[config.mk]
export PLATFORM = sky130hd
export DESIGN_NAME = mem_req_bridge
export DESIGN_NICKNAME = d
export VERILOG_FILES = /design/src/rtl/mem_pkg.sv /design/src/rtl/req_fifo.sv /design/src/rtl/mem_req_bridge.sv
export SDC_FILE = /design/constraint.sdc
export NUM_CORES = 1
export LEC_CHECK = 0
export BUFFER_PORTS_ARGS = -buffer_cell sky130_fd_sc_hd__buf_4
export CORE_MARGIN = 2
export CORE_UTILIZATION = 60
export DETAILED_ROUTE_END_ITERATION = 8
export PLACE_DENSITY = 0.84
export SLEW_MARGIN = 5
export SYNTH_ARGS = -nofsm -noshare
export SYNTH_HDL_FRONTEND = slang
export SYNTH_SLANG_ARGS = --single-unit
export TNS_END_PERCENT = 1
[constraint.sdc]
create_clock -name clk -period 3.76 [get_ports clk]
set_input_delay 0.376 -clock clk [delete_from_list [all_inputs] [get_ports clk]]
set_output_delay 0.376 -clock clk [all_outputs]
set_load 0.03 [all_outputs]
[src/rtl/mem_pkg.sv]
// Purpose : shared types for the memory request bridge (widths, request record, engine states).
// Latency : n/a (types and constants only).
// Backpressure: n/a.
package mem_pkg;

   localparam int MEM_AW = 4;
   localparam int MEM_DW = 32;

   // One buffered request as it sits in the request FIFO.
   typedef struct packed {
      logic              we;
      logic [MEM_AW-1:0] addr;
      logic [MEM_DW-1:0] wdata;
   } mem_req_t;

   typedef enum logic [1:0] {
      IDLE  = 2'd0,
      ISSUE = 2'd1,
      WAIT  = 2'd2,
      RESP  = 2'd3
   } state_t;

endpackage

[src/rtl/req_fifo.sv]
// Purpose : request buffer, DEPTH entries (power of 2, >= 2) of WIDTH bits, head visible without a pop.
// Latency : a push is visible at the head the cycle after it is written.
// Backpressure: 'ready' is registered and drops once the buffer holds DEPTH entries; pushes while full are dropped.
// Ports   : clk, rst (sync, active high); push/push_data in; pop in, head out; ready, full, empty out.
module req_fifo #(
   parameter int DEPTH = 4,
   parameter int WIDTH = 37
) (
   input  logic             clk,
   input  logic             rst,
   input  logic             push,
   input  logic [WIDTH-1:0] push_data,
   input  logic             pop,
   output logic [WIDTH-1:0] head,
   output logic             ready,
   output logic             full,
   output logic             empty
);

   localparam int PW = $clog2(DEPTH);
   localparam int CW = PW + 1;

   logic [WIDTH-1:0] mem [DEPTH];
   logic [PW-1:0]    wr_ptr;
   logic [PW-1:0]    rd_ptr;
   logic [CW-1:0]    count_q;
   logic [CW-1:0]    count_d;
   logic             do_push;
   logic             do_pop;

   assign full    = (count_q == CW'(DEPTH));
   assign empty   = (count_q == '0);
   assign do_push = push & ~full;
   assign do_pop  = pop & ~empty;
   assign head    = mem[rd_ptr];

   always_comb begin
      count_d = count_q;
      case ({do_push, do_pop})
         2'b10:   count_d = count_q + 1'b1;
         2'b01:   count_d = count_q - 1'b1;
         default: count_d = count_q;
      endcase
   end

   // ready is the registered form of (count < DEPTH); it reads 0 while in reset.
   always_ff @(posedge clk) begin
      if (rst) begin
         wr_ptr  <= '0;
         rd_ptr  <= '0;
         count_q <= '0;
         ready   <= 1'b0;
      end else begin
         if (do_push) wr_ptr <= wr_ptr + 1'b1;
         if (do_pop)  rd_ptr <= rd_ptr + 1'b1;
         count_q <= count_d;
         ready   <= (count_d < CW'(DEPTH));
      end
   end

   always_ff @(posedge clk) begin
      if (do_push) mem[wr_ptr] <= push_data;
   end

endmodule

[src/rtl/mem_req_bridge.sv]
// Purpose : buffers read/write requests and drives a single-port memory, one read outstanding, read timeout.
// Latency : idle accept at edge k -> mem_en k+1..k+2; read data at edge k+3 -> rsp_valid from k+3.
// Backpressure: req_ready low while the request FIFO is full; a held response blocks further issue.
// Ports   : clk, rst (sync, active high); req_* request in; rsp_* response out;
//           mem_* memory strobe/address/data out, mem_data_out/mem_valid_out in; spurious_cnt out.
module mem_req_bridge #(
   parameter int FIFO_DEPTH = 4,
   parameter int TIMEOUT    = 8,
   parameter int MEM_AW     = mem_pkg::MEM_AW,
   parameter int MEM_DW     = mem_pkg::MEM_DW
) (
   input  logic              clk,
   input  logic              rst,
   input  logic              req_valid,
   output logic              req_ready,
   input  logic              req_we,
   input  logic [MEM_AW-1:0] req_addr,
   input  logic [MEM_DW-1:0] req_wdata,
   output logic              rsp_valid,
   input  logic              rsp_ready,
   output logic [MEM_DW-1:0] rsp_rdata,
   output logic              rsp_err,
   output logic              mem_en,
   output logic              mem_re,
   output logic [MEM_AW-1:0] mem_addr,
   output logic [MEM_DW-1:0] mem_data_in,
   input  logic [MEM_DW-1:0] mem_data_out,
   input  logic              mem_valid_out,
   output logic [7:0]        spurious_cnt
);

   import mem_pkg::*;

   localparam int RW = 1 + MEM_AW + MEM_DW;
   localparam int TW = $clog2(TIMEOUT + 1);

   state_t            state_q;
   state_t            state_d;
   logic [TW-1:0]     tmo_q;
   logic [TW-1:0]     tmo_d;

   logic              mem_en_d;
   logic              mem_re_d;
   logic [MEM_AW-1:0] mem_addr_d;
   logic [MEM_DW-1:0] mem_data_in_d;
   logic              rsp_valid_d;
   logic [MEM_DW-1:0] rsp_rdata_d;
   logic              rsp_err_d;

   logic              push;
   logic              pop;
   logic              full;
   logic              empty;
   logic [RW-1:0]     head;
   logic              head_we;
   logic [MEM_AW-1:0] head_addr;
   logic [MEM_DW-1:0] head_wdata;

   assign {head_we, head_addr, head_wdata} = head;

   // full is redundant with the registered ready, but keeps a push off a full buffer by construction.
   assign push = req_valid & req_ready & ~full;

   req_fifo #(
      .DEPTH (FIFO_DEPTH),
      .WIDTH (RW)
   ) u_req_fifo (
      .clk       (clk),
      .rst       (rst),
      .push      (push),
      .push_data ({req_we, req_addr, req_wdata}),
      .pop       (pop),
      .head      (head),
      .ready     (req_ready),
      .full      (full),
      .empty     (empty)
   );

   always_comb begin
      state_d       = state_q;
      tmo_d         = tmo_q;
      pop           = 1'b0;
      mem_en_d      = 1'b0;
      mem_re_d      = mem_re;
      mem_addr_d    = mem_addr;
      mem_data_in_d = mem_data_in;
      rsp_valid_d   = rsp_valid;
      rsp_rdata_d   = rsp_rdata;
      rsp_err_d     = rsp_err;

      case (state_q)
         IDLE: begin
            if (!empty) begin
               pop     = 1'b1;
               state_d = ISSUE;
            end
         end
         // mem_re here describes the access strobed this cycle.
         ISSUE: begin
            if (mem_re) begin
               state_d = WAIT;
               tmo_d   = '0;
            end else if (!empty) begin
               pop = 1'b1;
            end else begin
               state_d = IDLE;
            end
         end
         // tmo_q counts completed empty WAIT cycles; the TIMEOUT-th one ends the wait with an error.
         WAIT: begin
            if (mem_valid_out) begin
               rsp_valid_d = 1'b1;
               rsp_rdata_d = mem_data_out;
               rsp_err_d   = 1'b0;
               state_d     = RESP;
            end else if (tmo_q == TW'(TIMEOUT - 1)) begin
               rsp_valid_d = 1'b1;
               rsp_rdata_d = '0;
               rsp_err_d   = 1'b1;
               state_d     = RESP;
            end else begin
               tmo_d = tmo_q + 1'b1;
            end
         end
         RESP: begin
            if (rsp_ready) begin
               rsp_valid_d = 1'b0;
               state_d     = IDLE;
            end
         end
         default: state_d = IDLE;
      endcase

      if (pop) begin
         mem_en_d      = 1'b1;
         mem_re_d      = ~head_we;
         mem_addr_d    = head_addr;
         mem_data_in_d = head_wdata;
      end
   end

   always_ff @(posedge clk) begin
      if (rst) begin
         state_q     <= IDLE;
         tmo_q       <= '0;
         mem_en      <= 1'b0;
         mem_re      <= 1'b0;
         mem_addr    <= '0;
         mem_data_in <= '0;
         rsp_valid   <= 1'b0;
         rsp_rdata   <= '0;
         rsp_err     <= 1'b0;
      end else begin
         state_q     <= state_d;
         tmo_q       <= tmo_d;
         mem_en      <= mem_en_d;
         mem_re      <= mem_re_d;
         mem_addr    <= mem_addr_d;
         mem_data_in <= mem_data_in_d;
         rsp_valid   <= rsp_valid_d;
         rsp_rdata   <= rsp_rdata_d;
         rsp_err     <= rsp_err_d;
      end
   end

   // Read data arriving when no read is waiting is discarded and only counted.
   always_ff @(posedge clk) begin
      if (rst) begin
         spurious_cnt <= '0;
      end else if (mem_valid_out && (state_q != WAIT) && (spurious_cnt != 8'hFF)) begin
         spurious_cnt <= spurious_cnt + 1'b1;
      end
   end

endmodule

* Word-level counts from Yosys, hierarchy flattened
Memories as Yosys holds them, arrays and structs flattened. A register that Yosys moved wholly into a read port is not among the register bits. Cells that the tools add are included.
Storage, ports and cells: bits in registers 94, bits in latches 0, memory bits (writable) 148, memory bits (read-only) 0, bits of input ports 74, logic and storage cells 83, memories kept 1
Cells by class: $add $sub $neg 6, multipliers 0, divide/modulo/power cells 0, magnitude comparators 1, eq/ne operators 16, shifts and indexed selects 0, muxes and demuxes 27, bitwise gates (word level) 7, reduce and logical (&&, ||, !) cells 11
Memories:
- u_req_fifo.mem | words 4, bits a word 37, read ports 1, clocked after memory_dff 1, wr ports 1, RTL line req_fifo.sv:23 | logic [WIDTH-1:0] mem [DEPTH];
Operators by type and width (count):
- 32-bit 2-to-1 mux | 2
- 2-bit 2-to-1 mux | 8
- 4-bit 2-to-1 mux | 3
- 2-bit inequality test (second input constant) | 6
- 1-bit 2-to-1 mux | 9
- 8-bit by 1-bit adder with 8-bit output (second input constant) | 1
- 8-bit inequality test (second input constant) | 1
- 2-bit one-hot mux with 4 select lines | 1
- 4-bit one-hot mux with 2 select lines | 1
- 4-bit AND reduction | 2
- 2-bit == test (second input constant) | 3
- 3-bit inequality test (second input constant) | 2
- 3-bit one-hot mux with 2 select lines | 1
- 2-bit nonzero test | 3
- 2-bit by 1-bit adder with 2-bit output (second input constant) | 2
- 4-bit by 1-bit adder with 4-bit output (second input constant) | 1
- 1-bit bitwise AND | 4
- 2-bit by 1-bit == test with 1-bit output (second input constant) | 2
- 4-bit by 3-bit == test with 1-bit output (second input constant) | 1
- 1-bit one-hot mux with 2 select lines | 2
- 3-bit by 1-bit adder with 3-bit output (second input constant) | 1
- 3-bit == test (second input constant) | 1
- 3-bit logical NOT | 1
- 3-bit less-than comparator (second input constant) | 1
- other kinds (6) | 9

* Logic depth before layout (Yosys ltp)
Gate-level depths: netlist (run 1).
depth in word-level cells 8, mapped depth 9

* Modules after synthesis
A second synthesis (run 1) with hierarchy kept.
Unflattened totals: cell total of the unflattened synthesis 603, area total of the unflattened synthesis 9001.1 um2
By module, submodules not included:
- req_fifo | instances 1, cells each 246, area an instance 5900.7 um2, sequential area each 4644.5 um2
- mem_req_bridge | instances 1, cells each 357, area an instance 3100.5 um2, sequential area each 1721.7 um2

* Worst setup path before layout (run 1)
No wires, ideal clock.
kind register to register, start register mem_re, end register (tool-made name), setup time 0.115 ns, arrival time 2.171 ns, required time 3.645 ns, path slack 1.475 ns, cell stages (with the launch flop) 9, path buffers 1, period minus slack after synthesis 2.285 ns, cells stage by stage dfxtp_1 > a21o_1 > clkbuf_1 > nor2_1 > ha_1 > fa_1 > xnor2_1 > o21a_1 > o21a_1
RTL lines:
- start, declared | RTL line mem_req_bridge.sv:24 | output logic mem_re,
- start signal, assigned | RTL line mem_req_bridge.sv:157 | mem_re <= mem_re_d;

==> summary.md, run 1 <==
| Metric | Value |
|---|---|
| Status | finished, final reports clean |
| Most frequent CP cell | o21a_1 |
| Crit path buffers/inverters | 1 |
| Warnings from Yosys | 0 |
| Most frequent cells in the layout | 159 x buf_4, 148 x edfxtp_1, 94 x dfxtp_1 |
| First-pass GRT wire length | 30.8 mm |
| Routed wl met3 | 1.46 mm |
| Port Buf Inserts | 154 |
| Slowest cell on crit path | buf_4 |
| Max_cap viols | 0 |
| Avg WL per Cell | 21.0 um |
| Net count after synthesis | 669 |
| CTS tree | built |
| DR vias | 5861 |
| Placed cells | 887 |
| Clock Pin Slew Worst Setup and Hold Paths | 0.06 ns |
| Post-synth EDFFs | 148 |
| Overall Global Routing Usage | 24.2% |
| Vias in the first global route | 5991 |
| Total grt overflow | 0 |
| Hold Buf Count CTS | 0 |
| Post-Layout Cell Count | 931 |
| Min Tclk post-route | 2.46 ns |
| Drt first pass iters | 6 |
| Dominant synthesized flop cell | edfxtp_1 |
| Uppermost routed layer | met4 |
| Leading cell type in the layout, fill and taps excluded | buf_4 |
| Ys async rst share | 0% |
| Number of buffers created by CTS | 24 |
| Maximum level of the CTS H-tree | 1 |
| Flops & latches, synth | 244 |
| CP required | 4.15 ns |
| Adder-Cell Fraction of Synth Area | 1.19% |
| Die Width | 127 um |
| Relative slew slack | 15.9% |
| Initial antenna violation count | 0 |
| Worst path max stage delay | 0.41 ns |
| Syn_area_per_cell | 15.4 sq um |
| WL final | 19.6 mm |
| Layout area overhead | 23.2% |
| Cell area after placement | 10300 sq um |
| WL met2 | 10.1 mm |
| Mux contribution to synthesized area | 10.0% |
| Worst slew pin tran | 1.26 ns |
| Die height | 127 um |
| Vias per cell | 6.30 |
| Core Area | 14600 sq um |
| Crit end category | flip-flop |
| Clk_lat worst skew | 0.50 ns |
| Post-route ant nets | 0 |
| Met1 wire length | 7.81 mm |
| RSZ-0062 raised after global routing | false |
| Clock root buffer master | clkbuf_16 |
| Bufs on Longest Clock Path | 3 |
| Worst Skew | 0.0103 ns |
| Placement row count | 44 |
| Clk sinks | 244 |
| Largest net degree at the start of global routing | 61 |
| # Post-CTS Setup Buffers | 0 |
| N_diodes | 0 |
| Synth Area in XOR/XNOR | 0.194% |
| Initial drt markers | 498 |
| Area of the die | 16100 sq um |
| Setup CP Type | reg -> reg |
| Fillers | 826 |
| Leak | 4.03 nW |
| Simple-Gate Fraction of Synth Area | 5.43% |
| Hold WC Path Type | in -> reg |
| Io pins | 155 |
| Register area share after synthesis | 70.4% |
| Final period util | 65.5% |
| CP arrival | 2.85 ns |
| Highest clock rate | 406 MHz |
| Post-DP HPWL | 11.8 mm |
| Power Total | 7.98 mW |
| Crit start category | flip-flop |
| Number of distinct library cells after synthesis | 52 |
| Post-synthesis compound-gate area fraction | 10.4% |
| Post_cts resized | 0 |
| Power per cell area | 716 nW/um^2 |
| Final hold violation count | 0 |
| DR DRC count | 0 |
| Cells after synthesis | 587 |
| Crit Path Max Fanout | 40 |
| Critical path, cell by cell | nor3_2 > buf_4 > nor2_1 > ha_1 > fa_1 > xnor2_1 > o21a_1 > o21a_1 |
| Final Cell Area | 11100 sq um |
| Top Family by Delay on Critical Path | adder cells |
| Setup TNS | 0 ns |
| Placer Congestion | 0.827 |
| # setup viols final | 0 |
| Starting Density | 61.8% |
| Max VDD drop | 515 uV |
| Layout cells sized above 1 | 33.2% |
| Max-slew violation total from the final report | 0 |
| Mapped Area | 9050 sq um |
| # nets final | 811 |
| Largest family of logic cells by synthesized area | compound AO/OA/AOI/OAI gates |
[kinds of logic after synthesis]
group / Yosys count
flops: 244
compound gates: 144
simple gates: 92
buf+inv: 53
mux: 44
fa+ha+maj: 8
xor+xnor: 2
[path summary, 6_finish.rpt]
check	start	endpoint	slack (ns)	depth (start not counted)
max	u_req_fifo.count_q[1]$_SDFFE_PP0N_	flip-flop	1.30	8
max reg2reg	u_req_fifo.count_q[1]$_SDFFE_PP0N_	flip-flop	1.30	8
min reg2reg	mem_data_in[27]$_SDFFE_PP0N_	mem_data_in[27]$_SDFFE_PP0N_	0.49	2
min	req_wdata[31]	u_req_fifo.mem[3][31]$_DFFE_PP_	0.07	1
[area by class of cell]
type                       count  area (sq um)  area share (%)
clock buffer                  34           711            6.38
tap                          184           230            2.07
clock inverter                10           105           0.943
timing repair buffer         159          1190            10.7
multi-input combinational    290          2500            22.4
inverter                      10          37.5           0.337
sequential                   244          6370            57.1
[through the flow]
step	utilization [%]	hold slack [ns]	setup WS, ns
2_1_floorplan	-	0.453	1.47
3_3_place_gp	70.5	0.446	1.52
3_5_place_dp	70.5	0.474	1.34
4_1_cts	76.1	0.0560	1.32
5_1_grt	76.1	0.0592	1.18
6_report	76.1	0.0692	1.30
[sequential cells by signal (all words and copies together), names as in the netlist, 2 cells and up, named ones only]
register / count
mem_addr: 4
mem_data_in: 32
rsp_rdata: 32
spurious_cnt: 8
tmo_q: 4
u_req_fifo.count_q: 2
u_req_fifo.mem: 148
u_req_fifo.rd_ptr: 2
u_req_fifo.wr_ptr: 2
[worst register-to-register path, delay by kind of cell, from the launching register on]
family / cells / cell delay, ns
fa+ha+maj: 2 / 0.69
buf+inv: 1 / 0.41
compound gates: 2 / 0.38
flops: 1 / 0.37
simple gates: 2 / 0.34
xor+xnor: 1 / 0.16
[power by group]
| group | switching (mW) | internal (mW) | total, mW |
|---|---|---|---|
| logic | 1.25 | 0.825 | 2.08 |
| clock network | 0.960 | 1.46 | 2.42 |
| registers | 0.271 | 3.22 | 3.49 |
[cell usage after synthesis (all sizes together), types with 7 or more instances]
library cell	n	area, sq um
mux4	37	833
nor2	7	26.3
a32o	32	320
clkbuf	33	125
dfxtp	96	1920
inv	9	33.8
nand3	42	210
o21ai	44	220
a21oi	48	240
buf	10	50.0
ha	7	87.6
nand2	11	41.3
edfxtp	148	4440
[per-layer routing]
| metal | GRT usage [%] | vias up |
|---|---|---|
| li1 | - | 2618 |
| met1 | 31.5 | 2943 |
| met2 | 42.3 | 275 |
| met3 | 4.60 | 25 |
| met4 | 6.27 | 0 |
| met5 | 0 | - |
(Power assumes the default switching activity.)
==> run 2, diff against run 1 <==
--- a/config.mk
+++ b/config.mk
@@ -7,9 +7,9 @@
 export LEC_CHECK = 0
 export BUFFER_PORTS_ARGS = -buffer_cell sky130_fd_sc_hd__buf_4
 export CORE_MARGIN = 2
-export CORE_UTILIZATION = 60
+export CORE_UTILIZATION = 55
 export DETAILED_ROUTE_END_ITERATION = 8
-export PLACE_DENSITY = 0.84
+export PLACE_DENSITY = 0.78
 export SLEW_MARGIN = 5
 export SYNTH_ARGS = -nofsm -noshare
 export SYNTH_HDL_FRONTEND = slang
==> constraint.sdc (replaced) <==
create_clock -name clk -period 2.4 [get_ports clk]
set_input_delay 0.24 -clock clk [delete_from_list [all_inputs] [get_ports clk]]
set_output_delay 0.24 -clock clk [all_outputs]
set_load 0.03 [all_outputs]
==> run 2 against run 1 <==
Compared with the run above: register-to-register slack worse by 0.96 ns; worst setup slack worse by 0.96 ns; sequential power is 54% higher; critical path depth is 5 lower; combinational power is 75% higher; clock power is 67% higher; largest cell class unchanged; worst hold slack worse by 0.017 ns; die area is 8.8% higher; sequential share of layout area is 4.4 points lower; final cell count is 12% higher; total power is 63% higher; utilization is 0.63 points lower.
==> summary.md, run 2 (synthesis gave the netlist of run 1 again) <==
| Metric | Value |
|---|---|
| CTS tree | built (unchanged) |
| Critical path, cell by cell | or2b_1 > nor3_4 > a32o_1 (was nor3_2 > buf_4 > nor2_1 > ha_1 > fa_1 > xnor2_1 > o21a_1 > o21a_1) |
| Crit end category | flip-flop (unchanged) |
| Hold WC Path Type | in -> reg (unchanged) |
| WL final | 22.9 mm (was 19.6 mm) |
| Initial antenna violation count | 1 (was 0) |
| Largest reg by FF count | u_req_fifo.mem (unchanged) |
| Setup TNS | 0 ns (unchanged) |
| Port Buf Inserts | 154 (unchanged) |
| Post-route ant nets | 0 (unchanged) |
| Crit Path Max Fanout | 32 (was 40) |
| Max_cap viols | 0 (unchanged) |
| Clk_lat worst skew | 0.52 ns (was 0.50 ns) |
| Number of buffers created by CTS | 25 (was 24) |
| Maximum level of the CTS H-tree | 1 (unchanged) |
| Total grt overflow | 0 (unchanged) |
| Setup CP Type | reg -> reg (unchanged) |
| Clk sinks | 244 (unchanged) |
| Avg WL per Cell | 21.9 um (was 21.0 um) |
| Register-to-register setup slack | 0.34 ns (was 1.30 ns) |
| Area of the die | 17500 sq um (was 16100 sq um) |
| Cell area after placement | 10500 sq um (was 10300 sq um) |
| Leading cell type in the layout, fill and taps excluded | buf_4 (unchanged) |
| Placer Congestion | 0.862 (was 0.827) |
| Worst slew pin tran | 1.17 ns (was 1.26 ns) |
| CP required | 2.85 ns (was 4.15 ns) |
| Max-slew violation total from the final report | 0 (unchanged) |
| Leak | 4.41 nW (was 4.03 nW) |
| Max VDD drop | 763 uV (was 515 uV) |
| Vias in the first global route | 6564 (was 5991) |
| Clock Pin Slew Worst Setup and Hold Paths | 0.07 ns (was 0.06 ns) |
| Die height | 132 um (was 127 um) |
| # Post-CTS Setup Buffers | 0 (unchanged) |
| DR DRC count | 0 (unchanged) |
| Crit start category | flip-flop (unchanged) |
| Starting Density | 56.5% (was 61.8%) |
| Worst Skew | 0.0143 ns (was 0.0103 ns) |
| Top Family by Delay on Critical Path | simple AND/OR/NAND/NOR gates (was adder cells) |
| Largest register FFs | 148 (unchanged) |
| Hold Buf Count CTS | 70 (was 0) |
| Die Width | 132 um (was 127 um) |
| Min Tclk post-route | 2.06 ns (was 2.46 ns) |
| Minimum hold slack | 0.0524 ns (was 0.0692 ns) |
| Bufs on Longest Clock Path | 3 (unchanged) |
| Overall Global Routing Usage | 26.0% (was 24.2%) |
| Status | finished, final reports clean (unchanged) |
| Power per cell area | 1080 nW/um^2 (was 716 nW/um^2) |
| Core Area | 16000 sq um (was 14600 sq um) |
| Final hold violation count | 0 (unchanged) |
| Clock root buffer master | clkbuf_16 (unchanged) |
| Placed cells | 929 (was 887) |
| Drt first pass iters | 5 (was 6) |
| Final period util | 85.9% (was 65.5%) |
| Slowest cell on crit path | nor3_4 (was buf_4) |
| DR vias | 6336 (was 5861) |
| Placement row count | 46 (was 44) |
| Layout area overhead | 33.5% (was 23.2%) |
| First-pass GRT wire length | 35.7 mm (was 30.8 mm) |
| Most frequent cells in the layout | 163 x buf_4, 148 x edfxtp_1, 94 x dfxtp_1 (was 159 x buf_4, 148 x edfxtp_1, 94 x dfxtp_1) |
| CP arrival | 2.51 ns (was 2.85 ns) |
| Crit path buffers/inverters | 0 (was 1) |
| Post-DP HPWL | 12.8 mm (was 11.8 mm) |
| Largest net degree at the start of global routing | 41 (was 61) |
| # nets final | 892 (was 811) |
| RSZ-0062 raised after global routing | false (unchanged) |
| Io pins | 155 (unchanged) |
| Final Cell Area | 12100 sq um (was 11100 sq um) |
| Initial drt markers | 392 (was 498) |
| Vias per cell | 6.06 (was 6.30) |
| Relative slew slack | 21.5% (was 15.9%) |
| Layout cells sized above 1 | 31.4% (was 33.2%) |
| Largest regs | u_req_fifo.mem x148, mem_data_in x32, rsp_rdata x32 (unchanged) |
| # setup viols final | 0 (unchanged) |
| Worst path max stage delay | 0.91 ns (was 0.41 ns) |
| Post-Layout Cell Count | 1045 (was 931) |
| Post_cts resized | 0 (unchanged) |
| Highest clock rate | 485 MHz (was 406 MHz) |
-- run 2: cell count changes in the layout (fill, tap and decap cells not counted), sizes merged --
cell         before  now
bufinv            2    5
dlygate4sd3       0   70
diode             0    1
buf             159  169
clkbuf           34   31
clkinvlp          0    1
-- run 2: final timing paths --
check	from	endpoint	depth (start not counted)
min	rsp_ready	state_q[0]$_SDFFE_PP0P_	3
min reg2reg	rsp_valid$_SDFFE_PP0P_	rsp_valid$_SDFFE_PP0P_	2
max reg2reg	flip-flop	rsp_rdata[15]$_SDFFE_PP0P_	3
max	flip-flop	rsp_rdata[15]$_SDFFE_PP0P_	3
-- run 2: layout make-up --
| class | instances | area, sq um |
|---|---|---|
| sequential | 244 | 6370 |
| fill | 928 | 3920 |
| multi-input combinational | 290 | 2500 |
| timing repair buffer | 239 | 2040 |
| clock buffer | 31 | 658 |
| tap | 216 | 270 |
| clock inverter | 14 | 196 |
| inverter | 10 | 37.5 |
| antenna | 1 | 2.50 |
-- run 2: report_power, final --
part	switching, mW	internal (mW)
Sequential	0.324	5.04
Combinational	2.18	1.46
Clock	1.55	2.48
Total	4.05	8.98
-- run 2: worst reg2reg max path, cell delays in order (launching register included) --
cell and delay (ns):
dfxtp_1 0.49, or2b_1 0.36, nor3_4 0.92, a32o_1 0.25
-- run 2: routing by layer --
layer | GRT usage, % | vias up | share of wire (%)
li1 | - | 2779 | -
met1 | 31.3 | 3180 | 37
met2 | 47.3 | 318 | 52
met3 | 4.23 | 59 | 7.1
met4 | 9.62 | 0 | 2.9
met5 | 0 | - | 0
-- run 2: through the flow --
step                setup WS, ns  util (%)  power, mW
finish                     0.337      75.5       13.0
global route               0.201      75.5       13.5
CTS                        0.372      75.5       13.0
detailed placement         0.399      65.7       8.90
global placement           0.497      65.7       8.74
floorplan                  0.115         -       7.56
==> run 3, diff against run 2 <==
--- a/config.mk
+++ b/config.mk
@@ -9,7 +9,7 @@
 export CORE_MARGIN = 2
 export CORE_UTILIZATION = 55
 export DETAILED_ROUTE_END_ITERATION = 8
-export PLACE_DENSITY = 0.78
+export PLACE_DENSITY_LB_ADDON = 0.12
 export SLEW_MARGIN = 5
 export SYNTH_ARGS = -nofsm -noshare
 export SYNTH_HDL_FRONTEND = slang
==> run 3 against run 2 <==
Compared with the run above: sequential share of layout area is 0.28 points higher; die area stayed put; via count shrank 4.3%; combinational power shrank 5%; register-to-register slack about the same; highest routed layer unchanged; sequential power is essentially flat; design area down 0.53%; final cell count down 0.19%; clock power fell by 6.2%; clock skew down 0.0035 ns; first-iteration DRC count grew 2.6%; wire length fell by 10%.
==> summary.md, run 3 (synthesis gave the netlist of run 1 again) <==
| Metric | Value |
|---|---|
| Post-route ant nets | 0 (unchanged) |
| Largest net degree at the start of global routing | 59 (was 41) |
| Worst slew pin tran | 1.17 ns (about the same) |
| Power per cell area | 1050 nW/um^2 (was 1080 nW/um^2) |
| N_diodes | 0 (was 1) |
| Clk sinks | 244 (unchanged) |
| Crit start category | flip-flop (unchanged) |
| Drt first pass iters | 4 (was 5) |
| Clock Pin Slew Worst Setup and Hold Paths | 0.06 ns (was 0.07 ns) |
| Max-slew violation total from the final report | 0 (unchanged) |
| Placement row count | 46 (unchanged) |
| Minimum hold slack | 0.0709 ns (was 0.0524 ns) |
| Maximum level of the CTS H-tree | 1 (unchanged) |
| Largest regs | u_req_fifo.mem x148, mem_data_in x32, rsp_rdata x32 (unchanged) |
| Most frequent cells in the layout | 163 x buf_4, 148 x edfxtp_1, 94 x dfxtp_1 (unchanged) |
| Clk_lat worst skew | 0.52 ns (about the same) |
| Port Buf Inserts | 154 (unchanged) |
| Max_cap viols | 0 (unchanged) |
| Setup CP Type | reg -> reg (unchanged) |
| Area of the die | 17500 sq um (unchanged) |
| DR vias | 6066 (was 6336) |
| Core Area | 16000 sq um (unchanged) |
| Layout cells sized above 1 | 31.1% (was 31.4%) |
| Hold WC Path Type | in -> reg (unchanged) |
| Initial drt markers | 402 (was 392) |
| Crit Path Max Fanout | 32 (unchanged) |
| Total grt overflow | 0 (unchanged) |
| RSZ-0062 raised after global routing | false (unchanged) |
| CP arrival | 2.51 ns (about the same) |
| Io pins | 155 (unchanged) |
| First-pass GRT wire length | 32.9 mm (was 35.7 mm) |
| Vias per cell | 5.82 (was 6.06) |
| DR DRC count | 0 (unchanged) |
| Layout area overhead | 32.8% (was 33.5%) |
| Leak | 4.37 nW (was 4.41 nW) |
| Final hold violation count | 0 (unchanged) |
| Setup TNS | 0 ns (unchanged) |
| Post_cts resized | 0 (unchanged) |
| Register-to-register setup slack | 0.33 ns (was 0.34 ns) |
| Placer Congestion | 0.844 (was 0.862) |
| Highest clock rate | 484 MHz (was 485 MHz) |
| Die height | 132 um (unchanged) |
| Power Total | 12.6 mW (was 13.0 mW) |
| WL final | 20.5 mm (was 22.9 mm) |
| Starting Density | 56.5% (unchanged) |
| Worst Skew | 0.0108 ns (was 0.0143 ns) |
| CTS tree | built (unchanged) |
| Clock root buffer master | clkbuf_16 (unchanged) |
| # setup viols final | 0 (unchanged) |
| Min Tclk post-route | 2.07 ns (was 2.06 ns) |
| Reg2Reg Depth | 3 (unchanged) |
| Initial antenna violation count | 0 (was 1) |
| Die Width | 132 um (unchanged) |
| Number of buffers created by CTS | 25 (unchanged) |
| Largest reg by FF count | u_req_fifo.mem (unchanged) |
| CP required | 2.84 ns (was 2.85 ns) |
| Post-DP HPWL | 12.0 mm (was 12.8 mm) |
| Overall Global Routing Usage | 23.6% (was 26.0%) |
| Vias in the first global route | 6259 (was 6564) |
| Max VDD drop | 792 uV (was 763 uV) |
| Relative slew slack | 21.5% (about the same) |
| Avg WL per Cell | 19.7 um (was 21.9 um) |
| # nets final | 891 (was 892) |
| Bufs on Longest Clock Path | 3 (unchanged) |
| Largest register FFs | 148 (unchanged) |
| Critical Path Sink | rsp_rdata[9]$_SDFFE_PP0P_ (was rsp_rdata[15]$_SDFFE_PP0P_) |
| Worst r2r dst | rsp_rdata[9]$_SDFFE_PP0P_ (was rsp_rdata[15]$_SDFFE_PP0P_) |
| Leading cell type in the layout, fill and taps excluded | buf_4 (unchanged) |
| Crit end category | flip-flop (unchanged) |
| Status | finished, final reports clean (unchanged) |
| Final period util | 86.1% (was 85.9%) |
## run 3: cell types whose count changed in the layout (fill, tap and decap cells not counted), sizes merged
cell / change
inv: +1
clkbuf: +2
buf: -1
diode: -1
clkinv: -1
bufinv: -2
## run 3: cell type report
type                            count  area [sq um]
Timing Repair Buffer              238          2020
Tap cell                          216           270
Fill cell                        1002          3990
Clock buffer                       33           666
Inverter                           10          37.5
Sequential cell                   244          6370
Multi-Input combinational cell    290          2510
Clock inverter                     12           139
## run 3: timing repair
action	4_1_cts	5_1_grt
hold buffers	70	0
endpoints found under the hold margin	181	0
buffers inserted	0	0
## run 3: worst min path at each step
stage	startpoint	end	slack (ns)	depth (start not counted)
after floorplan	mem_valid_out	rsp_err$_SDFFE_PP0P_	0.34	1
after global placement	req_wdata[12]	u_req_fifo.mem[0][12]$_DFFE_PP_	0.44	1
after detailed placement	req_wdata[19]	u_req_fifo.mem[1][19]$_DFFE_PP_	0.44	1
after CTS	rsp_ready	state_q[0]$_SDFFE_PP0P_	0.05	3
after global routing	rsp_ready	state_q[0]$_SDFFE_PP0P_	0.09	3
final	rsp_ready	state_q[0]$_SDFFE_PP0P_	0.07	3
## run 3: power breakdown
part           total [mW]  switching (mW)  internal (mW)
combinational        3.47            2.05           1.42
sequential           5.35           0.315           5.03
clock                3.78            1.51           2.27
## run 3: critical path, stage by stage, from the launching register on
cell,delay (ns)
dfxtp_1,0.49
or2b_1,0.36
nor3_4,0.91
a32o_1,0.23
## run 3: through the flow
| stage | area (sq um) | instances | setup slack (ns) | utilization (%) |
|---|---|---|---|---|
| 4_1_cts | 12000 | 1043 | 0.146 | 75.0 |
| 2_1_floorplan | 9050 | 587 | 0.115 | - |
| 3_3_place_gp | 10500 | 928 | 0.344 | 65.6 |
| 3_5_place_dp | 10500 | 928 | 0.168 | 65.6 |
| 5_1_grt | 12000 | 1043 | 0.140 | 75.1 |
| 6_report | 12000 | 1043 | 0.333 | 75.1 |
## run 3: metal layers
layer | wire, um | share of wire [%] | global-route usage [%]
met4 | 543 | 2.6 | 7.77
met3 | 1240 | 6.0 | 3.69
met2 | 10700 | 52 | 41.9
met1 | 8110 | 39 | 30.0
met5 | 0 | 0 | 0
